<file path="src/rtl/pipe_instruction_control.sv">
// -----------------------------------------------------------------------------
// pipe_instruction_control
//
// ID-stage control decoder for a pipelined RV32I core. The decoded control
// bundle is captured in a single ID/EX register. A valid/ready handshake is
// used on both sides of that register.
//   - Load-use hazards hold the ID instruction back. The EX stage drains,
//     which leaves a one-cycle bubble.
//   - A taken branch or jump (flush) squashes both the ID/EX entry and the
//     instruction currently presented in ID.
//   - Loads and stores in EX are steered to RAM or IO. The choice depends on
//     whether the ALU result high bits fall in the IO window.
//
// Ports
//   clk, rst         clock; synchronous active-high reset
//   id_valid/ready   handshake with IF/ID (id_ready is combinational)
//   instruction      RV32I instruction word presented by IF/ID
//   ex_ready         downstream consumes the ID/EX entry this cycle
//   flush            branch/jump taken in EX
//   Alu_resultHigh   EX-stage ALU result high bits, used for IO select
//   ex_valid, ex_rd  ID/EX occupancy and destination register
//   ex_illegal       ID/EX entry has an unsupported opcode/funct
//   Branch .. sftmd  registered control fields of the ID/EX entry
//   ALUop            registered ALU operation
//   MemRead .. MemorIOToReg  EX-stage RAM/IO access select
// -----------------------------------------------------------------------------
module pipe_instruction_control #(
    parameter int unsigned              ADDR_HIGH_W = 22,
    parameter logic [ADDR_HIGH_W-1:0]   IO_HIGH_VAL = 22'h3FFFFF,
    parameter bit                       HAZARD_EN   = 1'b1
) (
    input  logic                   clk,
    input  logic                   rst,
    input  logic                   id_valid,
    output logic                   id_ready,
    input  logic [31:0]            instruction,
    input  logic                   ex_ready,
    input  logic                   flush,
    input  logic [ADDR_HIGH_W-1:0] Alu_resultHigh,
    output logic                   ex_valid,
    output logic [4:0]             ex_rd,
    output logic                   ex_illegal,
    output logic                   Branch,
    output logic                   nBranch,
    output logic                   branch_lt,
    output logic                   branch_ge,
    output logic                   branch_ltu,
    output logic                   branch_geu,
    output logic                   jal,
    output logic                   jalr,
    output logic                   ALUSrc,
    output logic                   RegWrite,
    output logic                   sftmd,
    output logic [3:0]             ALUop,
    output logic                   MemRead,
    output logic                   MemWrite,
    output logic                   IORead,
    output logic                   IOWrite,
    output logic                   MemorIOToReg
);

    localparam logic [6:0] OPC_OP     = 7'b0110011;
    localparam logic [6:0] OPC_OP_IMM = 7'b0010011;
    localparam logic [6:0] OPC_LOAD   = 7'b0000011;
    localparam logic [6:0] OPC_STORE  = 7'b0100011;
    localparam logic [6:0] OPC_BRANCH = 7'b1100011;
    localparam logic [6:0] OPC_JAL    = 7'b1101111;
    localparam logic [6:0] OPC_JALR   = 7'b1100111;
    localparam logic [6:0] OPC_LUI    = 7'b0110111;
    localparam logic [6:0] OPC_AUIPC  = 7'b0010111;

    typedef enum logic [3:0] {
        ALU_ADD  = 4'b0000,
        ALU_SUB  = 4'b0001,
        ALU_AND  = 4'b0010,
        ALU_OR   = 4'b0011,
        ALU_XOR  = 4'b0100,
        ALU_SLL  = 4'b0101,
        ALU_SRL  = 4'b0110,
        ALU_SRA  = 4'b0111,
        ALU_SLT  = 4'b1000,
        ALU_SLTU = 4'b1001
    } alu_op_e;

    typedef struct packed {
        logic       illegal;
        logic [4:0] rd;
        logic       branch;
        logic       nbranch;
        logic       br_lt;
        logic       br_ge;
        logic       br_ltu;
        logic       br_geu;
        logic       jal;
        logic       jalr;
        logic       alu_src;
        logic       reg_write;
        logic       sftmd;
        alu_op_e    alu_op;
        logic       is_load;
        logic       is_store;
    } ctrl_t;

    // funct3 -> ALU operation. alt selects sub/sra, i.e. funct7[5] for the
    // forms where it is meaningful.
    function automatic alu_op_e alu_from_f3(input logic [2:0] f3, input logic alt);
        alu_op_e op;
        case (f3)
            3'b000:  op = alt ? ALU_SUB : ALU_ADD;
            3'b001:  op = ALU_SLL;
            3'b010:  op = ALU_SLT;
            3'b011:  op = ALU_SLTU;
            3'b100:  op = ALU_XOR;
            3'b101:  op = alt ? ALU_SRA : ALU_SRL;
            3'b110:  op = ALU_OR;
            default: op = ALU_AND;
        endcase
        return op;
    endfunction

    logic [6:0] opcode;
    logic [4:0] rd;
    logic [4:0] rs1;
    logic [4:0] rs2;
    logic [2:0] funct3;
    logic [6:0] funct7;

    assign opcode = instruction[6:0];
    assign rd     = instruction[11:7];
    assign funct3 = instruction[14:12];
    assign rs1    = instruction[19:15];
    assign rs2    = instruction[24:20];
    assign funct7 = instruction[31:25];

    ctrl_t dec;
    ctrl_t ex_q;
    logic  uses_rs1;
    logic  uses_rs2;
    logic  legal;
    logic  hazard;

    // ---------------------------------------------------------------- decode
    always_comb begin
        // NOTE: every variable gets a default before the case, so paths that
        // do not assign it cannot infer a latch.
        dec      = '0;
        uses_rs1 = 1'b0;
        uses_rs2 = 1'b0;
        legal    = 1'b1;
        case (opcode)
            OPC_OP: begin
                uses_rs1      = 1'b1;
                uses_rs2      = 1'b1;
                dec.reg_write = 1'b1;
                dec.rd        = rd;
                dec.sftmd     = (funct3 == 3'b001) || (funct3 == 3'b101);
                if (funct7 == 7'b0000000)
                    dec.alu_op = alu_from_f3(funct3, 1'b0);
                else if (funct7 == 7'b0100000 && (funct3 == 3'b000 || funct3 == 3'b101))
                    dec.alu_op = alu_from_f3(funct3, 1'b1);
                else
                    legal = 1'b0;
            end
            OPC_OP_IMM: begin
                uses_rs1      = 1'b1;
                dec.alu_src   = 1'b1;
                dec.reg_write = 1'b1;
                dec.rd        = rd;
                dec.sftmd     = (funct3 == 3'b001) || (funct3 == 3'b101);
                // Only the shift-immediate forms carry a meaningful funct7.
                // There is no subi.
                dec.alu_op    = alu_from_f3(funct3, (funct3 == 3'b101) && funct7[5]);
                if (funct3 == 3'b001 && funct7 != 7'b0000000)
                    legal = 1'b0;
                if (funct3 == 3'b101 && funct7 != 7'b0000000 && funct7 != 7'b0100000)
                    legal = 1'b0;
            end
            OPC_LOAD: begin
                uses_rs1      = 1'b1;
                dec.alu_src   = 1'b1;
                dec.reg_write = 1'b1;
                dec.rd        = rd;
                dec.is_load   = 1'b1;
                legal = (funct3 inside {3'b000, 3'b001, 3'b010, 3'b100, 3'b101});
            end
            OPC_STORE: begin
                uses_rs1     = 1'b1;
                uses_rs2     = 1'b1;
                dec.alu_src  = 1'b1;
                dec.is_store = 1'b1;
                legal = (funct3 inside {3'b000, 3'b001, 3'b010});
            end
            OPC_BRANCH: begin
                uses_rs1   = 1'b1;
                uses_rs2   = 1'b1;
                dec.alu_op = ALU_SUB;
                case (funct3)
                    3'b000:  dec.branch  = 1'b1;
                    3'b001:  dec.nbranch = 1'b1;
                    3'b100:  dec.br_lt   = 1'b1;
                    3'b101:  dec.br_ge   = 1'b1;
                    3'b110:  dec.br_ltu  = 1'b1;
                    3'b111:  dec.br_geu  = 1'b1;
                    default: legal       = 1'b0;
                endcase
            end
            OPC_JAL: begin
                dec.jal       = 1'b1;
                dec.reg_write = 1'b1;
                dec.rd        = rd;
            end
            OPC_JALR: begin
                uses_rs1      = 1'b1;
                dec.jalr      = 1'b1;
                dec.alu_src   = 1'b1;
                dec.reg_write = 1'b1;
                dec.rd        = rd;
                legal         = (funct3 == 3'b000);
            end
            OPC_LUI, OPC_AUIPC: begin
                dec.alu_src   = 1'b1;
                dec.reg_write = 1'b1;
                dec.rd        = rd;
            end
            default: legal = 1'b0;
        endcase
        // An illegal instruction still occupies the slot. It carries no
        // control, so it cannot write state.
        if (!legal) begin
            dec         = '0;
            dec.illegal = 1'b1;
        end
    end

    // ------------------------------------------------------ hazard/handshake
    assign hazard = HAZARD_EN && ex_valid && ex_q.is_load && (ex_q.rd != 5'd0) &&
                    ((uses_rs1 && rs1 == ex_q.rd) || (uses_rs2 && rs2 == ex_q.rd));

    assign id_ready = !flush && !hazard && (!ex_valid || ex_ready);

    // --------------------------------------------------------- ID/EX register
    always_ff @(posedge clk) begin
        // NOTE: state is written with non-blocking assignments. Every register
        // therefore samples pre-edge values, whatever order the statements run in.
        if (rst) begin
            ex_valid <= 1'b0;
            ex_q     <= '0;
        end else if (flush) begin
            ex_valid <= 1'b0;
        end else if (id_valid && id_ready) begin
            ex_q     <= dec;
            ex_valid <= 1'b1;
        end else if (ex_valid && ex_ready) begin
            // Drained with nothing to load. During a hazard this is the bubble.
            ex_valid <= 1'b0;
        end
    end

    assign ex_rd      = ex_q.rd;
    assign ex_illegal = ex_q.illegal;
    assign Branch     = ex_q.branch;
    assign nBranch    = ex_q.nbranch;
    assign branch_lt  = ex_q.br_lt;
    assign branch_ge  = ex_q.br_ge;
    assign branch_ltu = ex_q.br_ltu;
    assign branch_geu = ex_q.br_geu;
    assign jal        = ex_q.jal;
    assign jalr       = ex_q.jalr;
    assign ALUSrc     = ex_q.alu_src;
    assign RegWrite   = ex_q.reg_write;
    assign sftmd      = ex_q.sftmd;
    assign ALUop      = ex_q.alu_op;

    // ------------------------------------------------------ RAM / IO select
    logic io_hit;
    logic ex_load;
    logic ex_store;

    assign io_hit   = (Alu_resultHigh == IO_HIGH_VAL);
    assign ex_load  = ex_valid && ex_q.is_load;
    assign ex_store = ex_valid && ex_q.is_store;

    assign MemRead      = ex_load  && !io_hit;
    assign IORead       = ex_load  &&  io_hit;
    assign MemWrite     = ex_store && !io_hit;
    assign IOWrite      = ex_store &&  io_hit;
    assign MemorIOToReg = ex_load;

endmodule

</file>
<file path="config.mk">
export PLATFORM = sky130hd
export DESIGN_NAME = pipe_instruction_control
export DESIGN_NICKNAME = d
export VERILOG_FILES = /design/src/rtl/pipe_instruction_control.sv
export SDC_FILE = /design/constraint.sdc
export NUM_CORES = 1
export LEC_CHECK = 0
export BUFFER_PORTS_ARGS = -buffer_cell sky130_fd_sc_hd__buf_4
export CAP_MARGIN = 40
export CELL_PAD_IN_SITES_DETAIL_PLACEMENT = 1
export CELL_PAD_IN_SITES_GLOBAL_PLACEMENT = 1
export CORE_MARGIN = 2
export CORE_UTILIZATION = 33
export CTS_CLUSTER_DIAMETER = 80
export DETAILED_ROUTE_END_ITERATION = 10
export GPL_TIMING_DRIVEN = 0
export PLACE_DENSITY = 0.87
export SLEW_MARGIN = 5
export SYNTH_ARGS = -nofsm -noshare
export SYNTH_HDL_FRONTEND = slang
export SYNTH_SLANG_ARGS = --single-unit
</file>
<file path="constraint.sdc">
create_clock -name clk -period 2.3 [get_ports clk]
set_input_delay 0.23 -clock clk [delete_from_list [all_inputs] [get_ports clk]]
set_output_delay 0.23 -clock clk [all_outputs]
set_load 0.01 [all_outputs]
</file>
==> metrics.md <==
| Metric | Value |
|---|---|
| Die Width | `~78 microns` |
| CP Capture Type | `output pin` |
| Clock-pin transition on the worst setup and hold timing paths | `90 ps` |
| Yosys top cell area share | `0.264` |
| Max-cap violations | `0` |
| DP Area | `about 0.0025 sq mm` |
| First-pass GRT wire length | `approximately 11 mm` |
| Vias in the first global route | `roughly 2200` |
| Total Nets Final | `358` |
| Critical Path Source Type | `flop` |
| I/O pin total | `between 80 and 90` |
| Gr ovfl total | `0` |
| P&R area growth vs syn | `45.7%` |
| Power Dens Cells | `384 mW/mm^2` |
| Synth Instances | `209` |
| Vias per inst | `between 5 and 6` |
| Post-synth EDFFs | `0` |
| CP Data Required Time | `roughly 2100 ps` |
| Maximum clock path buffer count | `2` |
| FF-to-FF Start | `ex_rd[0]$_SDFFE_PP0P_` |
| Grt met1 use | `0.253` |
| Final instance area | `0.00265 sq mm` |
| Reg2Reg Depth | `8` |
| Commonest non-fill, non-tap cell in the layout | `buf_4` |
| Worst Hold Launch | `flush` |
| Largest vdd supply drop | `around 0.00021 V` |
| Post-synthesis sequential area ratio | `0.264` |
| Hold-fix buffers at CTS | `0` |
| Clock Root Buffer | `clkbuf_8` |
| Yosys reg bits | `24` |
| Die area | `roughly 0.006 sq mm` |
| CTS tree | `built` |
| Slew Limit Headroom | `0.450` |
| Syn nets | `roughly 270` |
| Input/output buffers | `83` |
| Worst hold slack | `approximately 150 ps` |
| Tmin final | `around 2300 ps` |
| Initial antenna violation count | `0` |
| Leak | `between 0.001 and 0.0015 uW` |
| Netlist cell types | `54` |
| Hpwl dp | `about 5.3 mm` |
| Vias | `between 2000 and 2500` |
| Power, Total | `around 1000 uW` |
| Die height | `around 78 microns` |
| CTS Sinks | `24` |
| Hold crit path type | `input port to flop` |
| Crit-path max FO | `5` |
| Avg Cell Area, Syn | `about 8.7 sq um` |
| DR pass1 iterations | `4` |
| Asr flop ratio synth | `0` |
| Met3 usage | `0.0264` |
| DRT antenna net count | `0` |
| Routed WL per cell | `about 18 microns` |
| RD Place Congestion | `between 0.8 and 0.9` |
| Total GRT Usage | `0.219` |
| Arr. time, crit path | `slightly above 2000 ps` |
| Grt met2 use | `0.412` |
| Row count | `27` |
| Total Wirelength | `6.81 mm` |
| Area contributors post-synth | `dfxtp_1 26%, o211ai_1 8.3%, xnor2_1 4.8%` |
| Pin count of the biggest net entering global routing | `15` |
| Number of buffers created by CTS | `3` |
| R2r setup slk | `between 100 and 150 ps` |
| H-tree depth | `1` |
| Worst R2R End | `branch_ge$_SDFFE_PP0P_` |
| Final Hold Vio Count | `0` |
| Max FFs per register | `5` |
| Share of layout cells above drive strength 1 | `0.440` |
| Clock latency on the worst-skew pair | `270 ps` |
| Pins Over Slew Limit | `0` |
| Layout Skew | `~3.2 ps` |
| Top_reg_cell synth | `dfxtp_1` |
| Most frequent cells in the layout | `96 x buf_4, 20 x o211ai_1, 19 x dfxtp_1` |
| Final period util | `0.984` |
| ANT cells | `0` |
| Starting DRT DRC Count | `between 90 and 100` |
| Placeable Area | `0.00541 sq mm` |
| Worst-margin pin slew | `~820 ps` |
| Yosys Warn Count | `0` |
| Number of remaining DRC errors | `0` |
| Initial Util | `0.336` |
| Status | `finished, final reports clean` |
| Layer carrying the most global-route usage | `met2` |
| Max Fclk | `442 MHz` |
| Worst setup path class | `flop to output pin` |
| Hold endpoint | `ex_valid$_SDFFE_PP0P_` |
| Synth Cell Area | `roughly 0.0018 sq mm` |
| Yosys top cell by area | `dfxtp_1` |
| Hold path depth | `2` |
| Final Setup Violations | `0` |
==> critical path, cell delays in order (launching register included) <==
cell,delay [ps]
dfxtp_1,410
nand2_1,120
inv_1,150
o21ai_2,100
or4_4,600
and4b_2,230
buf_4,140
==> layer usage <==
layer  share of wire  wire length, microns
met1            0.40                  2730
met2            0.53                  3610
met3           0.049                   335
met4           0.021                   142
met5               0                     0
==> metrics by stage <==
step	setup WS, ps	std cells	utilization	TNS (ps)
final	37.1	370	0.490	0
after global routing	-27.7	370	0.490	-27.7
after CTS	2.81	368	0.482	0
after detailed placement	68.7	364	0.468	0
after global placement	145	364	0.468	0
after floorplan	448	209	-	0
==> cell type report <==
cell class / instances / area (sq um)
Clock inverter: 1 / 30.0
Sequential cell: 24 / 489
Clock buffer: 3 / 41.3
Buffer: 24 / 188
Inverter: 9 / 33.8
Tap cell: 72 / 90.1
Multi-Input combinational cell: 152 / 1140
Timing Repair Buffer: 85 / 638
Fill cell: 656 / 2760
==> report_power, final <==
group	internal [uW]	switching, uW
clock network	233	146
logic	115	105
registers	417	2.34
total	764	253
==> synth_stat cells (6+ instances only) <==
cell type  instances
buf_4             11
nor2_1             9
nand2b_1           6
o211ai_1          20
nand4_1           12
dfxtp_1           24
nand2_1            9
nand3_1            6
xnor2_1           10
o31ai_1            9
o21ai_0           10
inv_1              8
==> how the worst max path moves through the flow <==
| stage | start | to | slack, ps | cells past startpoint |
|---|---|---|---|---|
| 6_report | ex_valid$_SDFFE_PP0P_ | id_ready | 40 | 6 |
| 5_1_grt | ex_valid$_SDFFE_PP0P_ | id_ready | -30 | 6 |
| 4_1_cts | ex_rd[0]$_SDFFE_PP0P_ | id_ready | 3 | 5 |
| 3_5_place_dp | instruction[3] | ALUSrc$_SDFFE_PP0P_ | 70 | 9 |
| 3_3_place_gp | instruction[13] | RegWrite$_SDFFE_PP0P_ | 140 | 7 |
| 2_1_floorplan | instruction[3] | ex_illegal$_SDFFE_PP0P_ | 450 | 6 |
==> logic make-up after synthesis <==
| group | synth area share |
|---|---|
| flops | 0.264 |
| xor+xnor | 0.0530 |
| simple gates | 0.285 |
| buf+inv | 0.122 |
| compound gates | 0.270 |
| mux | 0.00619 |
==> what timing repair did <==
item | in CTS | in global routing
buffers inserted | 0 | 2
resized for setup | 2 | 7
pin swaps | 1 | 2
setup endpoints to repair | 1 | 1
No activity file was read; power rests on OpenSTA's default activity.
